<file path="config.mk">
export PLATFORM = sky130hd
export DESIGN_NAME = regfile_arbiter
export DESIGN_NICKNAME = d
export VERILOG_FILES = /design/src/rtl/regfile_arbiter.sv
export SDC_FILE = /design/constraint.sdc
export NUM_CORES = 1
export LEC_CHECK = 0
export ABC_AREA = 1
export CORE_MARGIN = 2
export CORE_UTILIZATION = 60
export CTS_BUF_LIST = sky130_fd_sc_hd__clkbuf_8 sky130_fd_sc_hd__clkbuf_16
export DETAILED_ROUTE_END_ITERATION = 7
export DONT_BUFFER_PORTS = 1
export GPL_ROUTABILITY_DRIVEN = 0
export PLACE_DENSITY = 0.79
export SYNTH_ARGS = -nofsm -noshare
export SYNTH_HDL_FRONTEND = slang
export SYNTH_SLANG_ARGS = --single-unit
</file>
<file path="constraint.sdc">
create_clock -name clk -period 1.8 [get_ports clk]
set_input_delay 0.27 -clock clk [delete_from_list [all_inputs] [get_ports clk]]
set_output_delay 0.27 -clock clk [all_outputs]
set_load 0.03 [all_outputs]
</file>
<file path="src/rtl/regfile_arbiter.sv">
// regfile_arbiter: shares one single-port synchronous register RAM among
// N_REQ requesters. Port 0 (host) has fixed priority, ports 1..N_REQ-1 are
// served round-robin, a starvation guard forces a low port through after the
// host has won STARVE_LIMIT times in a row, and a per-port lock gives atomic
// multi-byte sequences that time out after LOCK_MAX cycles.
//
// Ports:
//   clk, reset         clock, synchronous active-high reset
//   req_valid/we/lock  per-port request, write enable, keep-ownership flag
//   req_addr/wdata     per-port address and write data, packed by port index
//   req_ready          one-hot grant (combinational); accept = valid && ready
//   rsp_valid          one-hot read strobe, two edges after accept
//   rsp_data           read data, qualified by rsp_valid
//   mem_en/we/addr/wdata  registered RAM command
//   mem_rdata          RAM read data, valid one cycle after mem_en
//   lock_abort         sticky lock-timeout flag
//   lock_owner         current lock owner, 4'hF when unlocked
module regfile_arbiter #(
  parameter int unsigned N_REQ        = 3,
  parameter int unsigned ADDR_W       = 7,
  parameter int unsigned DATA_W       = 8,
  parameter int unsigned STARVE_LIMIT = 12,
  parameter int unsigned LOCK_MAX     = 64
) (
  input  logic                       clk,
  input  logic                       reset,
  input  logic [N_REQ-1:0]           req_valid,
  input  logic [N_REQ-1:0]           req_we,
  input  logic [N_REQ-1:0]           req_lock,
  input  logic [N_REQ*ADDR_W-1:0]    req_addr,
  input  logic [N_REQ*DATA_W-1:0]    req_wdata,
  output logic [N_REQ-1:0]           req_ready,
  output logic [N_REQ-1:0]           rsp_valid,
  output logic [DATA_W-1:0]          rsp_data,
  output logic                       mem_en,
  output logic                       mem_we,
  output logic [ADDR_W-1:0]          mem_addr,
  output logic [DATA_W-1:0]          mem_wdata,
  input  logic [DATA_W-1:0]          mem_rdata,
  output logic                       lock_abort,
  output logic [3:0]                 lock_owner
);

  localparam int unsigned IDX_W = 3;
  localparam int unsigned SC_W  = $clog2(STARVE_LIMIT + 1);
  localparam int unsigned LT_W  = $clog2(LOCK_MAX + 1);
  localparam logic [3:0]  NO_OWNER = 4'hF;

  logic [IDX_W-1:0]  rr_ptr;
  logic [SC_W-1:0]   starve_cnt;
  logic [LT_W-1:0]   lock_timer;
  logic [N_REQ-1:0]  rd_pend;

  logic              locked;
  logic              low_valid;
  logic              rr_found;
  logic [IDX_W-1:0]  rr_pick;
  logic              owner_valid;
  logic              owner_lock;
  logic              grant_any;
  logic [IDX_W-1:0]  grant_idx;
  logic              grant_host;
  logic              grant_low;
  logic              sel_we;
  logic              sel_lock;
  logic [ADDR_W-1:0] sel_addr;
  logic [DATA_W-1:0] sel_wdata;

  assign locked    = (lock_owner != NO_OWNER);
  assign low_valid = |req_valid[N_REQ-1:1];

  // Round-robin pick: first valid low port at or above rr_ptr, else wrap to the lowest.
  always_comb begin
    rr_found = 1'b0;
    rr_pick  = '0;
    for (int i = 1; i < N_REQ; i++) begin
      if (!rr_found && req_valid[i] && (IDX_W'(i) >= rr_ptr)) begin
        rr_found = 1'b1;
        rr_pick  = IDX_W'(i);
      end
    end
    for (int i = 1; i < N_REQ; i++) begin
      if (!rr_found && req_valid[i]) begin
        rr_found = 1'b1;
        rr_pick  = IDX_W'(i);
      end
    end
  end

  // Request and lock flag of the current lock owner.
  always_comb begin
    owner_valid = 1'b0;
    owner_lock  = 1'b0;
    for (int i = 0; i < N_REQ; i++) begin
      if (lock_owner == 4'(i)) begin
        owner_valid = req_valid[i];
        owner_lock  = req_lock[i];
      end
    end
  end

  // Grant priority: lock owner, forced low port, host, round-robin.
  always_comb begin
    grant_any = 1'b0;
    grant_idx = '0;
    if (locked) begin
      grant_any = owner_valid;
      grant_idx = lock_owner[IDX_W-1:0];
    end else if (low_valid && (starve_cnt >= SC_W'(STARVE_LIMIT))) begin
      grant_any = rr_found;
      grant_idx = rr_pick;
    end else if (req_valid[0]) begin
      grant_any = 1'b1;
      grant_idx = '0;
    end else begin
      grant_any = rr_found;
      grant_idx = rr_pick;
    end
  end

  assign grant_host = grant_any && (grant_idx == '0);
  assign grant_low  = grant_any && (grant_idx != '0);

  // One-hot ready and mux of the granted port's request fields.
  always_comb begin
    req_ready = '0;
    sel_we    = 1'b0;
    sel_lock  = 1'b0;
    sel_addr  = '0;
    sel_wdata = '0;
    for (int i = 0; i < N_REQ; i++) begin
      if (grant_any && (grant_idx == IDX_W'(i))) begin
        req_ready[i] = 1'b1;
        sel_we       = req_we[i];
        sel_lock     = req_lock[i];
        sel_addr     = req_addr[i*ADDR_W +: ADDR_W];
        sel_wdata    = req_wdata[i*DATA_W +: DATA_W];
      end
    end
  end

  // The RAM presents read data one cycle after mem_en, exactly in the
  // response cycle, so it is forwarded rather than re-registered.
  assign rsp_data = mem_rdata;

  // Memory command, response pipeline, rr pointer, starvation and lock state.
  always_ff @(posedge clk) begin
    if (reset) begin
      mem_en     <= 1'b0;
      mem_we     <= 1'b0;
      mem_addr   <= '0;
      mem_wdata  <= '0;
      rd_pend    <= '0;
      rsp_valid  <= '0;
      rr_ptr     <= IDX_W'(1);
      starve_cnt <= '0;
      lock_timer <= '0;
      lock_owner <= NO_OWNER;
      lock_abort <= 1'b0;
    end else begin
      mem_en  <= grant_any;
      mem_we  <= grant_any && sel_we;
      if (grant_any) begin
        mem_addr  <= sel_addr;
        mem_wdata <= sel_wdata;
      end
      rd_pend   <= (grant_any && !sel_we) ? req_ready : '0;
      rsp_valid <= rd_pend;

      if (grant_low) begin
        rr_ptr <= (grant_idx == IDX_W'(N_REQ - 1)) ? IDX_W'(1) : grant_idx + IDX_W'(1);
      end

      if (grant_low) begin
        starve_cnt <= '0;
      end else if (grant_host && low_valid && !locked && (starve_cnt != '1)) begin
        starve_cnt <= starve_cnt + SC_W'(1);
      end

      // Only the owner can be granted while locked, so any accept here is the owner's.
      if (grant_any && sel_lock) begin
        lock_owner <= 4'(grant_idx);
        lock_timer <= '0;
      end else if (locked) begin
        if (grant_any || (!owner_valid && !owner_lock)) begin
          lock_owner <= NO_OWNER;
          lock_timer <= '0;
        end else if (lock_timer == LT_W'(LOCK_MAX - 1)) begin
          lock_owner <= NO_OWNER;
          lock_timer <= '0;
          lock_abort <= 1'b1;
        end else begin
          lock_timer <= lock_timer + LT_W'(1);
        end
      end
    end
  end

endmodule

</file>
## Word level (Yosys, flattened, before mapping)

Index checks and enable logic that the tools add are counted.

- Add/subtract/negate cells: 3
- Order comparisons: 3
- Equality and inequality tests: 7
- Mux-type cells: 42
- Bitwise logic cells: 3
- Reduce and logical (&&, ||, !) cells: 36

Operators by type and width:

| operator | count |
|---|---|
| 2-to-1 mux 7 bit | 5 |
| 2-to-1 mux 8 bit | 3 |
| 2-to-1 mux 1 bit | 23 |
| 2-to-1 mux 3 bit | 7 |
| logical AND 1 bit | 17 |
| 2-to-1 mux 4 bit | 4 |
| != test 4 bit, second input constant | 2 |
| OR reduction 2 bit | 4 |
| adder 7 x 1 -> 7 bit, second input constant | 1 |
| == test 7 x 6 -> 1 bit, second input constant | 1 |
| logical NOT 1 bit | 7 |
| nonzero test 3 bit | 2 |
| adder 4 x 1 -> 4 bit, second input constant | 1 |
| == test 4 x 1 -> 1 bit, second input constant | 1 |
| == test 4 x 2 -> 1 bit, second input constant | 1 |
| >= comparator 4 bit, second input constant | 1 |
| logical NOT 4 bit | 1 |
| AND reduction 4 bit | 1 |
| adder 3 x 1 -> 3 bit, second input constant | 1 |
| == test 3 x 1 -> 1 bit, second input constant | 1 |
| == test 3 x 2 -> 1 bit, second input constant | 1 |
| >= comparator 1 x 3 -> 1 bit, first input constant | 1 |
| >= comparator 2 x 3 -> 1 bit, first input constant | 1 |
| logical NOT 3 bit | 1 |
| other kinds (4) | 6 |

- Register bits after elaboration: 42

## Depth between registers and ports, before layout

- Depth in word-level cells: 25
- Depth in mapped cells: 15
- Depth with buffers taken out: 14

## Worst setup path after synthesis

No wires, ideal clock.

- Path kind: register to output
- From: register lock_owner[1]
- To: output req_ready[0]
- Arrival time: 1.732 ns
- Setup slack: -0.202 ns
- Stages on the path, launching flop included: 9
- Cells stage by stage: dfxtp_1 -> inv_2 -> nor3_4 -> nand2_1 -> a21oi_2 -> nand2_2 -> nor2_4 -> buf_6 -> buf_4

- Cells in the longest elaborated chain, start to end: 7
- Elaborated cells on any way between the ends: 12
- Classes of those cells: eq/ne: 3; mux: 6; reduce/logical: 3

RTL lines:

| what | line | RTL |
|---|---|---|
| start: declaration | 41 | `output logic [3:0] lock_owner` |
| start signal: assignment | 182 | `lock_owner <= 4'(grant_idx);` |
| logical NOT 4 bit | 95 | `if (lock_owner == 4'(i)) begin` |
| 2-to-1 mux 1 bit (3 in a row) | 95 |  |
| 2-to-1 mux 1 bit | 106 | `if (locked) begin` |
| logical AND 1 bit (*) | -- |  |
| net grant_host | 62 | `logic grant_host;` |
| 2-to-1 mux 1 bit (*) | 132 | `if (grant_any && (grant_idx == IDX_W'(i))) begin` |
| end: declaration | 32 | `output logic [N_REQ-1:0] req_ready,` |

Mark *: on every way through the listed nets, which the timed path passes. The rest lies on a longest branch.

## Worst setup path after layout

- From: register rr_ptr[1]
- To: output req_ready[2]

- Cells in the longest elaborated chain, start to end: 19
- Elaborated cells on any way between the ends: 27
- Classes of those cells: order compare: 2; eq/ne: 1; mux: 15; reduce/logical: 9

RTL lines:

| what | line | RTL |
|---|---|---|
| start: declaration | 49 | `logic [IDX_W-1:0] rr_ptr;` |
| start signal: assignment | 171 | `rr_ptr <= (grant_idx == IDX_W'(N_REQ - 1)) ? IDX_W'(1) : grant_idx + IDX_W'(1);` |
| >= comparator 1 x 3 -> 1 bit | 77 | `if (!rr_found && req_valid[i] && (IDX_W'(i) >= rr_ptr)) begin` |
| logical AND 1 bit | 77 |  |
| 2-to-1 mux 1 bit | 77 |  |
| logical NOT 1 bit | 77 |  |
| logical AND 1 bit (2 in a row) | 77 |  |
| 2-to-1 mux 1 bit | 77 |  |
| logical NOT 1 bit | 83 | `if (!rr_found && req_valid[i]) begin` |
| logical AND 1 bit | 83 |  |
| [... 2 more ...] | -- |  |
| logical AND 1 bit | 83 |  |
| 2-to-1 mux 3 bit | 83 |  |
| 2-to-1 mux 3 bit | 112 | `end else if (req_valid[0]) begin` |
| 2-to-1 mux 3 bit | 109 | `end else if (low_valid && (starve_cnt >= SC_W'(STARVE_LIMIT))) begin` |
| 2-to-1 mux 3 bit | 106 |  |
| == test 3 x 2 -> 1 bit | 132 |  |
| logical AND 1 bit (*) | 132 |  |
| 2-to-1 mux 1 bit (*) | 132 |  |

Every way passes the cells marked *; elsewhere a longest branch is shown, timed or not.

==> impl_metrics.yaml <==
critical_path:
  critPathMostFrequentCell: "nand2_1"
  endpoint_kind: "primary output"
  worstRegToRegCells: 16
  ff2ff_setup_slack_ns: -0.32
  cp_max_fo: 13
  worst-setup-path-type: "flip-flop to primary output"
  cp.buffers_inverters: 3
  worstPathArrival_ns: 1.94
  cpPeakStageDelay_ns: 0.40
  start_kind: "flip-flop"
  path_cells: "nand2_1, inv_1, nand2_1, nand2_1, nand3_1, nand2_1, nand2_2, nor2_1, nand2_4, inv_4, buf_12"
  cp_slowest_cell: "dfxtp_1"
  rr_endpoint: "mem_addr[5]"
  cp.required_ns: 1.53
  rr_startpoint: "rr_ptr[1]"
  cp_top_family: "simple AND/OR/NAND/NOR gates"
synthesis:
  yosys_most_used_dff: "dfxtp_1"
  ys_warn_count: 0
  synth_edf_count: 0
  synth_compound_area_share_pct: 3.682
  synth_simple_gate_area_share_pct: 44.36
  synth_top_family_by_area: "simple AND/OR/NAND/NOR gates"
  async_reset_ff_share_pct: 0
  synthesis.nets: 381
  synthCells: 315
  syn_area_um2: 2175
  synth_xor_area_share_pct: 1.611
  synth-adder-area-share_pct: 1.151
  syn_area_per_cell_um2: 6.903
  synth_cell_type_count: 29
  synthMuxAreaShare_pct: 0
  yosysSeqAreaShare_pct: 38.67
  ys_ff_latch: 42
floorplanning:
  start_util_pct: 63.66
  core_area_um2: 3416
  io_pins: 100
  die_h_um: 64.20
  die_w_um: 64.20
  die-area_um2: 4122
  num_rows: 21
cells_and_area:
  nets: 429
  fin_cells: 410
  antenna_cells: 0
  drive_gt1_share_pct: 37.36
  syn_to_final_growth_pct: 44.76
detailed_routing:
  wl_per_cell_um: 22.52
  vias_per_cell: 6.707
  drtIter0Drc: 438
  drc: 0
  drtPass1Iterations: 5
  finalWirelength_um: 9232
  num_vias: 2750
  drtAntennaViolNets: 0
timing:
  slew_headroom_pct: 73.30
  finalCritPeriodShare_pct: 122.6
  min_period_ns: 2.206
  setup_viol: 38
  finalHoldViolCount: 0
  hold_ws_ns: 0.02843
  skew_ns: 0.01489
  worstMarginPinSlew_ns: 0.3999
  fin_ws_ns: -0.4059
  slew_violations: 0
  fmax_ghz: 0.4533
  grt_setup_unrepaired: "true"
clock_tree:
  numCtsBuffers: 5
  tritoncts: "built"
  cts.htree.levels: 2
  clockBufferDepth: 2
  cts.sinks: 42
  clk_latency_ns: 0.30
  cts-root-buf: "clkbuf_8"
  clk_pin_slew_ns: 0.09
run:
  drv_cap: 0
status:
  outcome: "finished with violations"
  failed_checks: "negative setup slack"
hold_path:
  min_to: "rsp_valid[2]"
  worstHoldPathType: "primary input to flip-flop"
  hold_path_startpoint: "reset"
  hold_depth: 1
placement:
  place_hpwl_um: 3805
  placed_cells: 371
  placement.io_buffers: 0
  pre_cts_slack_ns: -0.1204
global_route:
  grt_pass1_wl_um: 9363
  first_global_vias: 2088
  grt_max_degree: 19
  grt-ovfl-total: 0
  grt_antenna_before_repair: 0
  grt.total_usage_pct: 29.34
-- state kept, by name, indices dropped and copies added (netlist names) --
register and flops:
mem_addr 7, mem_en 1, starve_cnt 4, rd_pend 3
lock_timer 7, rsp_valid 3, lock_owner 4, mem_wdata 8
rr_ptr 3, mem_we 1, lock_abort 1
-- worst max-delay path by stage --
stage / slack [ns] / startpoint / endpoint / cells past startpoint
final: -0.41 / rr_ptr[1] / req_ready[2] / 11
after global routing: -0.46 / rr_ptr[1] / req_ready[2] / 11
after global placement: 0.0004 / lock_owner[2] / starve_cnt[2] / 9
after floorplan: 0.02 / lock_owner[1] / req_ready[0] / 8
after detailed placement: -0.12 / lock_owner[2] / starve_cnt[2] / 9
after CTS: -0.19 / lock_owner[0] / req_ready[1] / 7
-- cells in the mapped netlist, types with 2 or more instances --
master | number | area, um2
dfxtp_1 | 42 | 840.8
nand4_1 | 20 | 125.1
nor3_1 | 5 | 25.02
inv_2 | 2 | 7.510
a21oi_1 | 10 | 50.05
inv_1 | 23 | 86.33
nand3_1 | 41 | 205.2
buf_4 | 13 | 97.59
nor2_1 | 19 | 71.32
nand2_1 | 109 | 409.1
ha_1 | 2 | 25.02
nor2_2 | 2 | 12.51
xor2_1 | 4 | 35.03
clkbuf_1 | 4 | 15.01
nand2_2 | 5 | 31.28
-- cell families after synthesis --
family / count (synthesis)
AOI/OAI and AO/OA: 14
xor gates and xnor gates: 4
adders and majority gates: 2
buffers and inverters: 45
DFF: 42
and+or+nand+nor: 208
-- layout by cell type, fill, tap and decap left out, types with 3 or more instances in the layout --
master	Yosys	final
a21oi_1	10	8
a21oi_2	1	3
buf_12	0	6
buf_4	13	43
buf_6	1	6
clkbuf_8	0	5
dfxtp_1	42	38
dfxtp_4	0	3
inv_1	23	22
nand2_1	109	85
nand2_2	5	16
nand2_4	1	14
nand3_1	41	25
nand3_2	0	15
nand4_1	20	20
nor2_1	19	17
nor2_4	1	3
nor3_2	0	3
xor2_1	4	4
-- cell type report --
class / instances / area, um2
Clock buffer: 5 / 68.82
Multi-Input combinational cell: 228 / 1371
Fill cell: 136 / 267.8
Sequential cell: 42 / 853.3
Timing Repair Buffer: 60 / 623.1
Clock inverter: 3 / 63.81
Tap cell: 46 / 57.56
Inverter: 26 / 110.1
-- metal layers --
layer | up-vias | track usage (%) | routed length (um)
li1 | 1111 | - | -
met1 | 1254 | 32.71 | 3006
met2 | 296 | 55.08 | 4487
met3 | 89 | 6.162 | 1064
met4 | 0 | 9.309 | 673
met5 | - | 0 | 0
-- stage by stage --
| step | utilization (%) | TNS [ns] | cell area (um2) |
|---|---|---|---|
| 2_1_floorplan | - | 0 | 2187 |
| 3_3_place_gp | 70.15 | 0 | 2396 |
| 3_5_place_dp | 70.15 | -1.615 | 2396 |
| 4_1_cts | 80.88 | -2.081 | 2763 |
| 5_1_grt | 92.16 | -11.47 | 3148 |
| 6_report | 92.16 | -9.451 | 3148 |
-- timing repair --
| action | CTS | global route |
|---|---|---|
| pin swaps | 14 | 32 |
| hold buffers | 0 | 0 |
| setup buffers | 17 | 15 |
| gates cloned | 1 | 2 |
| endpoints found under the setup margin | 36 | 36 |
| gates resized for setup | 22 | 62 |
Power is not shown: default switching activity piles up to over one toggle a cycle in this logic, so the estimate is an artifact.
